### src/rtl/meta_arb_pkg.sv
// Shared types and defaults for the meta-write arbiter: payload layout and a wrap helper.
package meta_arb_pkg;

  localparam int unsigned NInDef  = 4;
  localparam int unsigned IdxWDef = 6;
  localparam int unsigned WayWDef = 4;
  localparam int unsigned TagWDef = 20;

  typedef struct packed {
    logic [IdxWDef-1:0] idx;
    logic [WayWDef-1:0] way_en;
    logic [TagWDef-1:0] tag;
  } meta_req_t;

  function automatic int unsigned wrap_inc(input int unsigned v, input int unsigned n);
    return (v + 1 >= n) ? 0 : v + 1;
  endfunction

endpackage

### src/rtl/rr_prio_select.sv
// Wrap-around priority scan: first set bit of i_valid starting at i_ptr, modulo N_IN.
module rr_prio_select #(
  parameter int unsigned N_IN  = 4,
  parameter int unsigned PTR_W = 2
) (
  input  logic [N_IN-1:0]  i_valid,
  input  logic [PTR_W-1:0] i_ptr,
  output logic [PTR_W-1:0] o_grant,
  output logic             o_any
);

  // Scan from the far end back toward i_ptr so the nearest valid requester wins last.
  always_comb begin
    o_grant = '0;
    o_any   = |i_valid;
    for (int k = N_IN - 1; k >= 0; k--) begin
      if (i_valid[(int'(i_ptr) + k) % N_IN]) begin
        o_grant = PTR_W'((int'(i_ptr) + k) % N_IN);
      end
    end
  end

endmodule

### src/rtl/meta_write_rr_arbiter.sv
// N-way arbiter for metadata writes: combinational grant, round-robin or fixed priority,
// with the grant locked onto a stalled requester until it fires.
module meta_write_rr_arbiter
  import meta_arb_pkg::*;
#(
  parameter int unsigned N_IN    = NInDef,
  parameter int unsigned IDX_W   = IdxWDef,
  parameter int unsigned WAY_W   = WayWDef,
  parameter int unsigned TAG_W   = TagWDef,
  parameter int unsigned RR_MODE = 1,
  localparam int unsigned PtrW   = (N_IN > 1) ? $clog2(N_IN) : 1
) (
  input  logic                    clock,
  input  logic                    reset,
  input  logic [N_IN-1:0]         io_in_valid,
  output logic [N_IN-1:0]         io_in_ready,
  input  logic [N_IN*IDX_W-1:0]   io_in_bits_idx,
  input  logic [N_IN*WAY_W-1:0]   io_in_bits_way_en,
  input  logic [N_IN*TAG_W-1:0]   io_in_bits_tag,
  input  logic                    io_out_ready,
  output logic                    io_out_valid,
  output logic [IDX_W-1:0]        io_out_bits_idx,
  output logic [WAY_W-1:0]        io_out_bits_way_en,
  output logic [TAG_W-1:0]        io_out_bits_tag,
  output logic [PtrW-1:0]         io_chosen
);

  logic [PtrW-1:0] r_ptr;
  logic            r_lock;
  logic [PtrW-1:0] r_lock_idx;

  logic [PtrW-1:0] w_scan_grant;
  logic            w_scan_any;
  logic            w_lock_hold;
  logic [PtrW-1:0] w_grant;
  logic            w_fire;
  logic            w_stall;
  logic [PtrW-1:0] w_ptr_next;

  rr_prio_select #(
    .N_IN  (N_IN),
    .PTR_W (PtrW)
  ) u_prio (
    .i_valid (io_in_valid),
    .i_ptr   (r_ptr),
    .o_grant (w_scan_grant),
    .o_any   (w_scan_any)
  );

  // A lock whose owner dropped valid is ignored so arbitration resumes in the same cycle.
  assign w_lock_hold  = r_lock & io_in_valid[r_lock_idx];
  assign w_grant      = w_lock_hold ? r_lock_idx : w_scan_grant;
  assign io_out_valid = w_lock_hold | w_scan_any;
  assign io_chosen    = io_out_valid ? w_grant : '0;
  assign w_fire       = io_out_valid & io_out_ready;
  assign w_stall      = io_out_valid & ~io_out_ready;
  assign w_ptr_next   = PtrW'(wrap_inc(32'(io_chosen), N_IN));

  assign io_out_bits_idx    = io_in_bits_idx[int'(io_chosen) * IDX_W +: IDX_W];
  assign io_out_bits_way_en = io_in_bits_way_en[int'(io_chosen) * WAY_W +: WAY_W];
  assign io_out_bits_tag    = io_in_bits_tag[int'(io_chosen) * TAG_W +: TAG_W];

  always_comb begin
    io_in_ready = '0;
    for (int i = 0; i < N_IN; i++) begin
      io_in_ready[i] = io_out_ready & (io_chosen == PtrW'(i));
    end
  end

  always_ff @(posedge clock) begin
    if (reset) begin
      r_ptr      <= '0;
      r_lock     <= 1'b0;
      r_lock_idx <= '0;
    end else begin
      if ((RR_MODE != 0) && w_fire) begin
        r_ptr <= w_ptr_next;
      end
      r_lock <= w_stall;
      if (w_stall) begin
        r_lock_idx <= w_grant;
      end
    end
  end

  a_lock_owner_holds_valid : assert property (
    @(posedge clock) disable iff (reset) r_lock |-> io_in_valid[r_lock_idx]
  ) else $error("meta_write_rr_arbiter: locked requester dropped valid before firing");

endmodule

### config.mk
export PLATFORM = sky130hd
export DESIGN_NAME = meta_write_rr_arbiter
export DESIGN_NICKNAME = d
export VERILOG_FILES = /design/src/rtl/meta_arb_pkg.sv /design/src/rtl/rr_prio_select.sv /design/src/rtl/meta_write_rr_arbiter.sv
export SDC_FILE = /design/constraint.sdc
export NUM_CORES = 1
export LEC_CHECK = 0
export ABC_CLOCK_PERIOD_IN_PS = 4100
export CAP_MARGIN = 20
export CELL_PAD_IN_SITES_DETAIL_PLACEMENT = 1
export CELL_PAD_IN_SITES_GLOBAL_PLACEMENT = 1
export CORE_MARGIN = 3
export CORE_UTILIZATION = 20
export DETAILED_ROUTE_END_ITERATION = 8
export HOLD_SLACK_MARGIN = 0.12
export PLACE_DENSITY_LB_ADDON = 0.12
export SLEW_MARGIN = 0
export SYNTH_ARGS = -nofsm -noshare
export SYNTH_HDL_FRONTEND = slang
export SYNTH_SLANG_ARGS = --single-unit
### constraint.sdc
create_clock -name clock -period 4.1 [get_ports clock]
set_clock_uncertainty 0.05 [all_clocks]
set_input_delay 0.82 -clock clock [delete_from_list [all_inputs] [get_ports clock]]
set_output_delay 0.82 -clock clock [all_outputs]
set_load 0.01 [all_outputs]
==> flow_summary.ini, run 1 <==
[status]
status = complete, no violations

[setup_path]
path_class = in2out
crit_top_cell = clkdlybuf4s50_1
critPathTopFamily = buffers and inverters
r2r_end = r_ptr[1]$_SDFFE_PP0P_
crit_path_max_fanout = 5
crit_arrival_ns = 3.13
critPathSlowestCell = mux4_2
path_cells = clkdlybuf4s50_1, mux4_2, and2_4, o31ai_4, buf_6, inv_2, ha_1, and2_1, clkdlybuf4s50_1
startpoint_type = input pin
r2r_start = r_lock_idx[0]$_SDFFE_PP0P_
endpoint_kind = primary output
r2r_cells = 7
crit_required_ns = 3.23
regToRegSetupSlack_ns = 2.04
path_buf_inv = 4
max_stage_delay_ns = 0.49

[floorplanning]
start_util_pct = 21.11
fp.coreArea_sq_um = 6982
rows = 30
die-area_sq_um = 8436
dieWidth_um = 91.85
ios = 164
fp.dieH_um = 91.85

[clocking]
clk_pin_slew_ns = 0.03
cts.sinks = 5
cts-root-buf = clkbuf_8
ctsHoldBuffers = 0
clockBufferDepth = 2
cts_max_level = 1
cts_made_buffers = 3
clkLatencyLatePin_ns = 0.22
cts_tree = built

[placed_design]
dp_hpwl_um = 5571
io_buffers = 163
postPlaceCellArea_sq_um = 3303
place_congestion = 0.7871

[yosys]
synth_seq_cells = 5
syn_area_sq_um = 1474
synth_top_family_by_area = multiplexers
syn_inst = 152
synth_edf_count = 0
muxShareOfSynthArea_pct = 64.09
ys.flop_type = dfxtp_1
synth-simple-area-share_pct = 8.319
yosys.area_share.xor_xnor_pct = 0
syn_avg_cell_area_sq_um = 9.697
synth_compound_area_share_pct = 6.197
yosys.area_share.adder_pct = 3.396
seq_area_frac_synth_pct = 6.791
yosysWarnings = 0
ys_async_sr_fraction_pct = 0
ys_types = 28
synth_fp_nets = 283

[hold_path]
min_to = r_ptr[0]$_SDFFE_PP0P_
hold_path_depth = 2
hold_class = reg2reg
hp-start = r_ptr[0]$_SDFFE_PP0P_

[cells_and_area]
area_delta_synth_final_pct = 129.4
drive_above_1_share_pct = 11.14
seq_area_sq_um = 100.1
nFillCells = 817
postLayoutCellArea_sq_um = 3381
n_antenna_cell = 0
fin_nets = 464
multi_input_area_sq_um = 1230

[power]
peakVddDrop_mv = 0.09762
p_per_area_nw_per_um2 = 225.0
leakage_nw = 1.517

[timing]
fin_tns_setup_ns = 0
rsz0062_at_grt = false
clock.fmax_ghz = 0.2502
fin_crit_sh_pct = 97.49
period_needed_ns = 3.997
setup_viol = 0
tightest_slew_ns = 0.4733
max_slew_margin_pct = 68.16
drv_slew = 0
hold_viol_final = 0

[drt]
drt_pass1_iterations = 2
finalWirelength_um = 6289
vias = 1867
drtAntennaViolNets = 0
first_iter_violations = 35
remaining_drc_errors = 0
wire_per_inst_um = 14.69
via_per_inst = 4.362

[grt]
grt_max_degree = 18
grt_pass1_vias = 1903
grt_pass1_wl_um = 9501
grt-ovfl-total = 0
antenna_found_initial = 0
grt.total_usage_pct = 13.73

[flow_run]
maxCapViolations = 0
area by class of cell:
type	instances	area share, %
inverters	4	0.4441
flip-flops and latches	5	2.961
repair buffers	187	55.33
clock buffers	4	1.332
multi-input cells	132	36.38
well taps	96	3.553
cells in the final DEF, fill, tap and decap left out, drive strengths merged, types with 4 or more instances in the layout:
cell and count:
ha 4, buf 24, dfxtp 5, clkdlybuf4s50 130, nor2b 4, nand2 5, dlygate4sd2 24, clkbuf 5
clkdlybuf4s15 5, and2 5, nor2 5, mux2i 91, inv 4
worst min-delay path: stages, from the launching register on:
cell and delay, ns:
dfxtp_1 0.31, nand2_1 0.05, a21oi_1 0.05
flip-flops by register name, indices dropped and copies added (netlist names):
| name | count |
|---|---|
| r_lock_idx | 2 |
| r_ptr | 2 |
| r_lock | 1 |
cell usage after synthesis, types with 2 or more instances:
cell type  count  share of area [%]
and2_1         4                1.7
nor2b_1        4                1.7
nor2_1         5                1.3
nand3_1        3                1.0
buf_12         6                8.1
ha_1           4                3.4
nand2_1        5                1.3
a211oi_1       2                1.0
a21oi_1        2               0.68
mux2i_1       91                 62
buf_2          3                1.0
inv_2          2               0.51
inv_1          2               0.51
dfxtp_1        5                6.8
metrics by stage:
step	hold WS (ns)	worst slack (ns)	power [mW]	util [%]	instances
global placement	0.4125	-0.1329	0.7020	47.31	418
global route	0.4672	0.009989	0.8164	48.42	428
floorplan	0.3940	0.8044	0.3740	-	152
CTS	0.4250	0.05525	0.7600	47.69	423
finish	0.4174	0.1029	0.7606	48.42	428
detailed placement	0.4201	-0.1643	0.7069	47.31	418
cell families after synthesis:
group,after synthesis
multiplexers,93
AND/OR/NAND/NOR,24
buffers and inverters,15
AO/OA/AOI/OAI,11
flip-flops,5
adder cells (fa/ha/maj),4
power by group:
group	switching (mW)	internal (mW)
Clock	0.0236	0.0667
Combinational	0.239	0.372
Sequential	0.00551	0.0537
layer usage:
metal	wire length, um	GRT usage (%)
met1	2319	14.15
met5	0	0
met4	36	2.104
met2	3204	26.28
met3	728	5.578
repair_timing:
| item | CTS | global route |
|---|---|---|
| gates resized for setup | 33 | 12 |
| setup buffers | 1 | 5 |
| pin swaps | 1 | 1 |
| setup endpoints to repair | 30 | 9 |
how the worst max path moves through the flow:
stage,cells after the start,startpoint,end,slack (ns)
after global placement,9,io_in_valid[3],io_out_bits_tag[3],-0.13
final,9,io_in_valid[3],io_in_ready[0],0.10
after detailed placement,9,io_in_valid[3],io_out_bits_way_en[1],-0.16
after global routing,9,io_in_valid[3],io_out_bits_idx[0],0.01
after floorplan,8,io_in_valid[3],io_in_ready[0],0.80
after CTS,9,io_in_valid[2],io_in_ready[3],0.06
Note: power is estimated with default switching activity, not from simulation.
==> inputs of run 2 (changes only) <==
Settings changed: CORE_MARGIN 3 to 2.
==> run 2 against run 1 <==
Against the previous run: cell count grew 1.6%; combinational power grew 5.4%; worst setup slack improved by 0.0050 ns; global-route usage grew 1.4 points; sequential power about the same; register-to-register slack got worse by 0.06 ns; non-clock buffer count up 4; final area is 2.4% higher; critical path depth rose by 1; first-iteration DRC count decreased by 5.7%; flip-flop and latch count unchanged; clock-buffer cell count unchanged; critical endpoint is now io_out_bits_tag[3]; largest cell class unchanged.
==> flow_summary.ini, run 2 (synthesis gave the netlist of run 1 again) <==
[status]
status = complete, no violations

[setup_path]
critPathTopFamily = buffers and inverters
path_class = in2out
crit_path_max_fanout = 13
path_buf_inv = 5
crit_arrival_ns = 3.12
startpoint = io_in_valid[3]
r2r_start = r_lock_idx[0]$_SDFFE_PP0P_
critPathSlowestCell = mux4_2
crit_required_ns = 3.23
path_cells = clkdlybuf4s50_1, mux4_2, and2_4, o31ai_4, buf_6, buf_12, buf_12, mux2i_1, mux2i_1, clkdlybuf4s15_1
max_stage_delay_ns = 0.49
endpoint_kind = primary output
startpoint_type = input pin

[clocking]
clk_pin_slew_ns = 0.04
clockBufferDepth = 2
cts_made_buffers = 3
cts_tree = built
cts.sinks = 5
cts-root-buf = clkbuf_8
cts_max_level = 1
clkLatencyLatePin_ns = 0.22

[grt]
grt_pass1_wl_um = 9936
grt-ovfl-total = 0
antenna_found_initial = 0
grt_max_degree = 25
grt_pass1_vias = 1969
grt.total_usage_pct = 15.09

[floorplanning]
fp.coreArea_sq_um = 7176
fp.dieH_um = 89.85
dieWidth_um = 89.85
rows = 31
start_util_pct = 20.54
ios = 164
die-area_sq_um = 8072

[cells_and_area]
fin_nets = 468
final_cells = 435
largest_registers = r_lock_idx x2, r_ptr x2, r_lock x1
nFillCells = 823
n_antenna_cell = 0
area_delta_synth_final_pct = 134.8
layout_common_cells = 127 x clkdlybuf4s50_1, 89 x mux2i_1, 22 x clkdlybuf4s15_1
drive_above_1_share_pct = 13.10
final_common_cell = clkdlybuf4s50_1
postLayoutCellArea_sq_um = 3461

[timing]
setup_viol = 0
max_slew_margin_pct = 65.66
clock.fmax_ghz = 0.2505
setup_ws_ns = 0.1079
rsz0062_at_grt = true
tightest_slew_ns = 0.5104
fin_crit_sh_pct = 97.37
hold_viol_final = 0
drv_slew = 0
period_needed_ns = 3.992

[drt]
vias = 1903
first_iter_violations = 33
drtAntennaViolNets = 0
drt_pass1_iterations = 4
wire_per_inst_um = 15.17
via_per_inst = 4.375
finalWirelength_um = 6601
remaining_drc_errors = 0

[placed_design]
io_buffers = 163
dp_hpwl_um = 5461
pre_cts_slack_ns = -0.2514
place_congestion = 0.7074
dp.cells = 417
postPlaceCellArea_sq_um = 3264

[flow_run]
maxCapViolations = 0

[power]
finalPower_uw = 796.5
peakVddDrop_mv = 0.09160
leakage_nw = 1.516
p_per_area_nw_per_um2 = 230.1

[hold_path]
hp-start = r_ptr[0]$_SDFFE_PP0P_
hold_class = reg2reg
-- run 2: cell types whose count changed in the layout (fill, tap and decap cells not counted), sizes merged --
cell,change
clkdlybuf4s15,+17
dlygate4sd2,-14
clkbuf,+4
clkdlybuf4s50,-3
buf,+2
dlymetal6s2s,-2
-- run 2: per-stage QoR --
stage	hold slack (ns)	TNS, ns	utilization, %
finish	0.4300	0	48.23
global route	0.4775	-0.05016	48.23
CTS	0.4349	0	46.73
detailed placement	0.4300	-5.674	45.49
global placement	0.4257	-4.613	45.49
floorplan	0.3940	0	-
-- run 2: area by class of cell --
cell class	instances	area (sq um)	share of cell area, %
timing repair buffer	191	1934	55.89
sequential	5	100.1	2.892
inverter	4	15.01	0.4338
multi-input combinational	132	1242	35.90
clock buffer	4	45.04	1.302
tap	99	123.9	3.579
-- run 2: routing by layer --
metal	global-route usage [%]	routed length, um	part of all wire, %
met1	17.05	2484	38
met2	27.53	3348	51
met3	5.448	740	11
met4	2.692	28	0.42
met5	0	0	0
-- run 2: final timing paths --
path                      endpoint  slack, ns  depth (start not counted)
max             io_out_bits_tag[3]       0.11                         10
max reg2reg  r_ptr[1]$_SDFFE_PP0P_       1.98                          8
min          r_ptr[0]$_SDFFE_PP0P_       0.43                          2
min reg2reg  r_ptr[0]$_SDFFE_PP0P_       0.43                          2
-- run 2: tightest hold or removal path: cells and delay by family, from the launching register on --
family / cells / cell delay, ns
AO/OA/AOI/OAI: 1 / 0.05
flip-flops: 1 / 0.31
AND/OR/NAND/NOR: 1 / 0.06
-- run 2: timing repair --
action,CTS,global route
setup endpoints to repair,34,21
resized for setup,39,31
pin swaps,1,0
endpoints found under the hold margin,0,0
hold buffers,0,0
cloned,0,2
buffers inserted,9,3
-- run 2: where the power goes --
part / leakage, nW / total, mW / switching (mW) / internal (mW)
Sequential: 0.0414 / 0.0594 / 0.00577 / 0.0537
Combinational: 1.45 / 0.644 / 0.250 / 0.394
Clock: 0.0228 / 0.0929 / 0.0261 / 0.0669
==> inputs of run 3 (changes only) <==
Settings changed: ABC_CLOCK_PERIOD_IN_PS 4100 to 3550, CORE_UTILIZATION 20 to 17, SETUP_SLACK_MARGIN set to 0.4.
Clock period 4.1 ns to 3.55 ns, I/O delays scaled along.
==> run 3 against run 2 <==
Against the previous run: global-route usage shrank 0.68 points; wire length grew 7.0%; first-iteration DRC count shrank 61%; critical path type unchanged; largest cell class unchanged; highest routed layer unchanged.
==> flow_summary.ini, run 3 (synthesis gave the netlist of run 1 again) <==
[status]
status = complete, no violations

[drt]
drt_pass1_iterations = 4
route.top_layer_used = met4
first_iter_violations = 13
wl_met1_um = 2575
wl_met2_um = 3558
wire_per_inst_um = 15.31
route.met3.wl_um = 758
via_per_inst = 4.377
remaining_drc_errors = 0
vias = 2018
finalWirelength_um = 7060
drtAntennaViolNets = 0

[setup_path]
max_stage_delay_ns = 0.46
critPathTopFamily = multiplexers
path_class = in2out
regToRegSetupSlack_ns = 1.21
path_buf_inv = 6
path_cells = buf_6, mux4_2, and2_4, o31ai_4, buf_12, buf_12, buf_12, buf_16, mux2i_1, mux2i_1, buf_2
crit_arrival_ns = 2.64
critPathSlowestCell = mux4_2
startpoint = io_in_valid[3]
startpoint_type = input pin
r2r_start = r_lock_idx[0]$_SDFFE_PP0P_
crit_required_ns = 2.79
crit_path_max_fanout = 5
endpoint_kind = primary output
crit_top_cell = buf_12

[clocking]
clkLatencyLatePin_ns = 0.22
cts.sinks = 5
cts_tree = built
ctsHoldBuffers = 0
clk_pin_slew_ns = 0.04
clockBufferDepth = 2
cts-root-buf = clkbuf_8
cts_made_buffers = 3
cts_max_level = 1

[cells_and_area]
final_common_cell = clkdlybuf4s50_1
fin_nets = 488
area_delta_synth_final_pct = 152.0
largest_registers = r_lock_idx x2, r_ptr x2, r_lock x1
drive_above_1_share_pct = 31.18
postLayoutCellArea_sq_um = 3715
layout_common_cells = 123 x clkdlybuf4s50_1, 89 x mux2i_1, 29 x buf_2
n_antenna_cell = 0
nFillCells = 943

[flow_run]
maxCapViolations = 0

[grt]
antenna_found_initial = 0
grt_pass1_vias = 2171
grt-ovfl-total = 0
grt_pass1_wl_um = 11140
grt_max_degree = 21
grt.total_usage_pct = 14.41

[floorplanning]
ios = 164
fp.dieH_um = 97.12
fp.coreArea_sq_um = 8299
start_util_pct = 17.76
rows = 33
die-area_sq_um = 9431
dieWidth_um = 97.12

[power]
netSwitchingPower_uw = 357.4
comb_power_share_pct = 82.8
internal-power_uw = 661.3
peakVddDrop_mv = 0.1300
p_sw_share_pct = 35.09
p_per_area_nw_per_um2 = 274.2
power.clock.fraction_pct = 10.4
p_seq_share_pct = 6.8
leakage_nw = 1.648

[timing]
drv_slew = 0
hold_viol_final = 0
clock.fmax_ghz = 0.2937
setup_ws_ns = 0.1451
max_slew_margin_pct = 77.74
period_needed_ns = 3.405
setup_viol = 0
fin_tns_setup_ns = 0
fin_crit_sh_pct = 95.91
tightest_slew_ns = 0.3329
rsz0062_at_grt = true

[placed_design]
dp_hpwl_um = 5810
pre_cts_slack_ns = -0.4753
io_buffers = 163
postPlaceCellArea_sq_um = 3379
place_congestion = 0.7815

[hold_path]
hold_class = reg2reg
hp-start = r_ptr[0]$_SDFFE_PP0P_
run 3: cell types whose count changed in the layout (fill, tap and decap cells not counted), sizes merged:
cell	delta
clkbuf	-4
clkdlybuf4s15	-21
buf	+59
dlygate4sd2	-10
clkdlybuf4s50	-4
run 3: per-stage QoR:
step | std cells | total power, mW | utilization [%] | hold WS (ns)
2_1_floorplan | 152 | 0.4319 | - | 0.3940
3_3_place_gp | 434 | 0.8333 | 40.72 | 0.4277
3_5_place_dp | 434 | 0.8370 | 40.72 | 0.4435
4_1_cts | 453 | 0.9680 | 42.35 | 0.4483
5_1_grt | 461 | 1.086 | 44.76 | 0.4706
6_report | 461 | 1.019 | 44.76 | 0.4441
run 3: power by group through the flow:
stage                     sequential, mW  clock (mW)  combinational, mW
after floorplan                   0.0673           0              0.365
after global placement            0.0693           0              0.764
after detailed placement          0.0695           0              0.767
after CTS                         0.0687       0.108              0.791
after global routing              0.0703       0.110              0.906
final                             0.0692       0.106              0.844
run 3: layout make-up:
class	instances	area (sq um)	share of cell area [%]
Multi-Input combinational cell	132	1316	35.43
Tap cell	105	131.4	3.537
Inverter	4	20.02	0.5389
Clock buffer	4	45.04	1.213
Timing Repair Buffer	211	2102	56.58
Sequential cell	5	100.1	2.695
run 3: worst paths after layout:
check | endpoint | cells after the start
hold / removal | r_ptr[0]$_SDFFE_PP0P_ | 2
setup reg to reg | r_ptr[1]$_SDFFE_PP0P_ | 10
setup / recovery | io_out_bits_idx[5] | 11
hold reg to reg | r_ptr[0]$_SDFFE_PP0P_ | 2
run 3: repair_timing:
action	in CTS	in global routing
resized for setup	173	27
hold endpoints to repair	0	0
pin swaps	1	2
cloned	3	1
setup endpoints to repair	36	36
buffers inserted	12	7
run 3: worst min-delay path: stages (launching register included):
cell and delay (ns):
dfxtp_1 0.32, nand2_1 0.06, a21oi_1 0.05
run 3: layer usage:
metal,track usage (%),up-vias
li1,-,975
met3,4.460,10
met5,0,-
met4,4.334,0
met1,15.69,927
met2,26.60,106
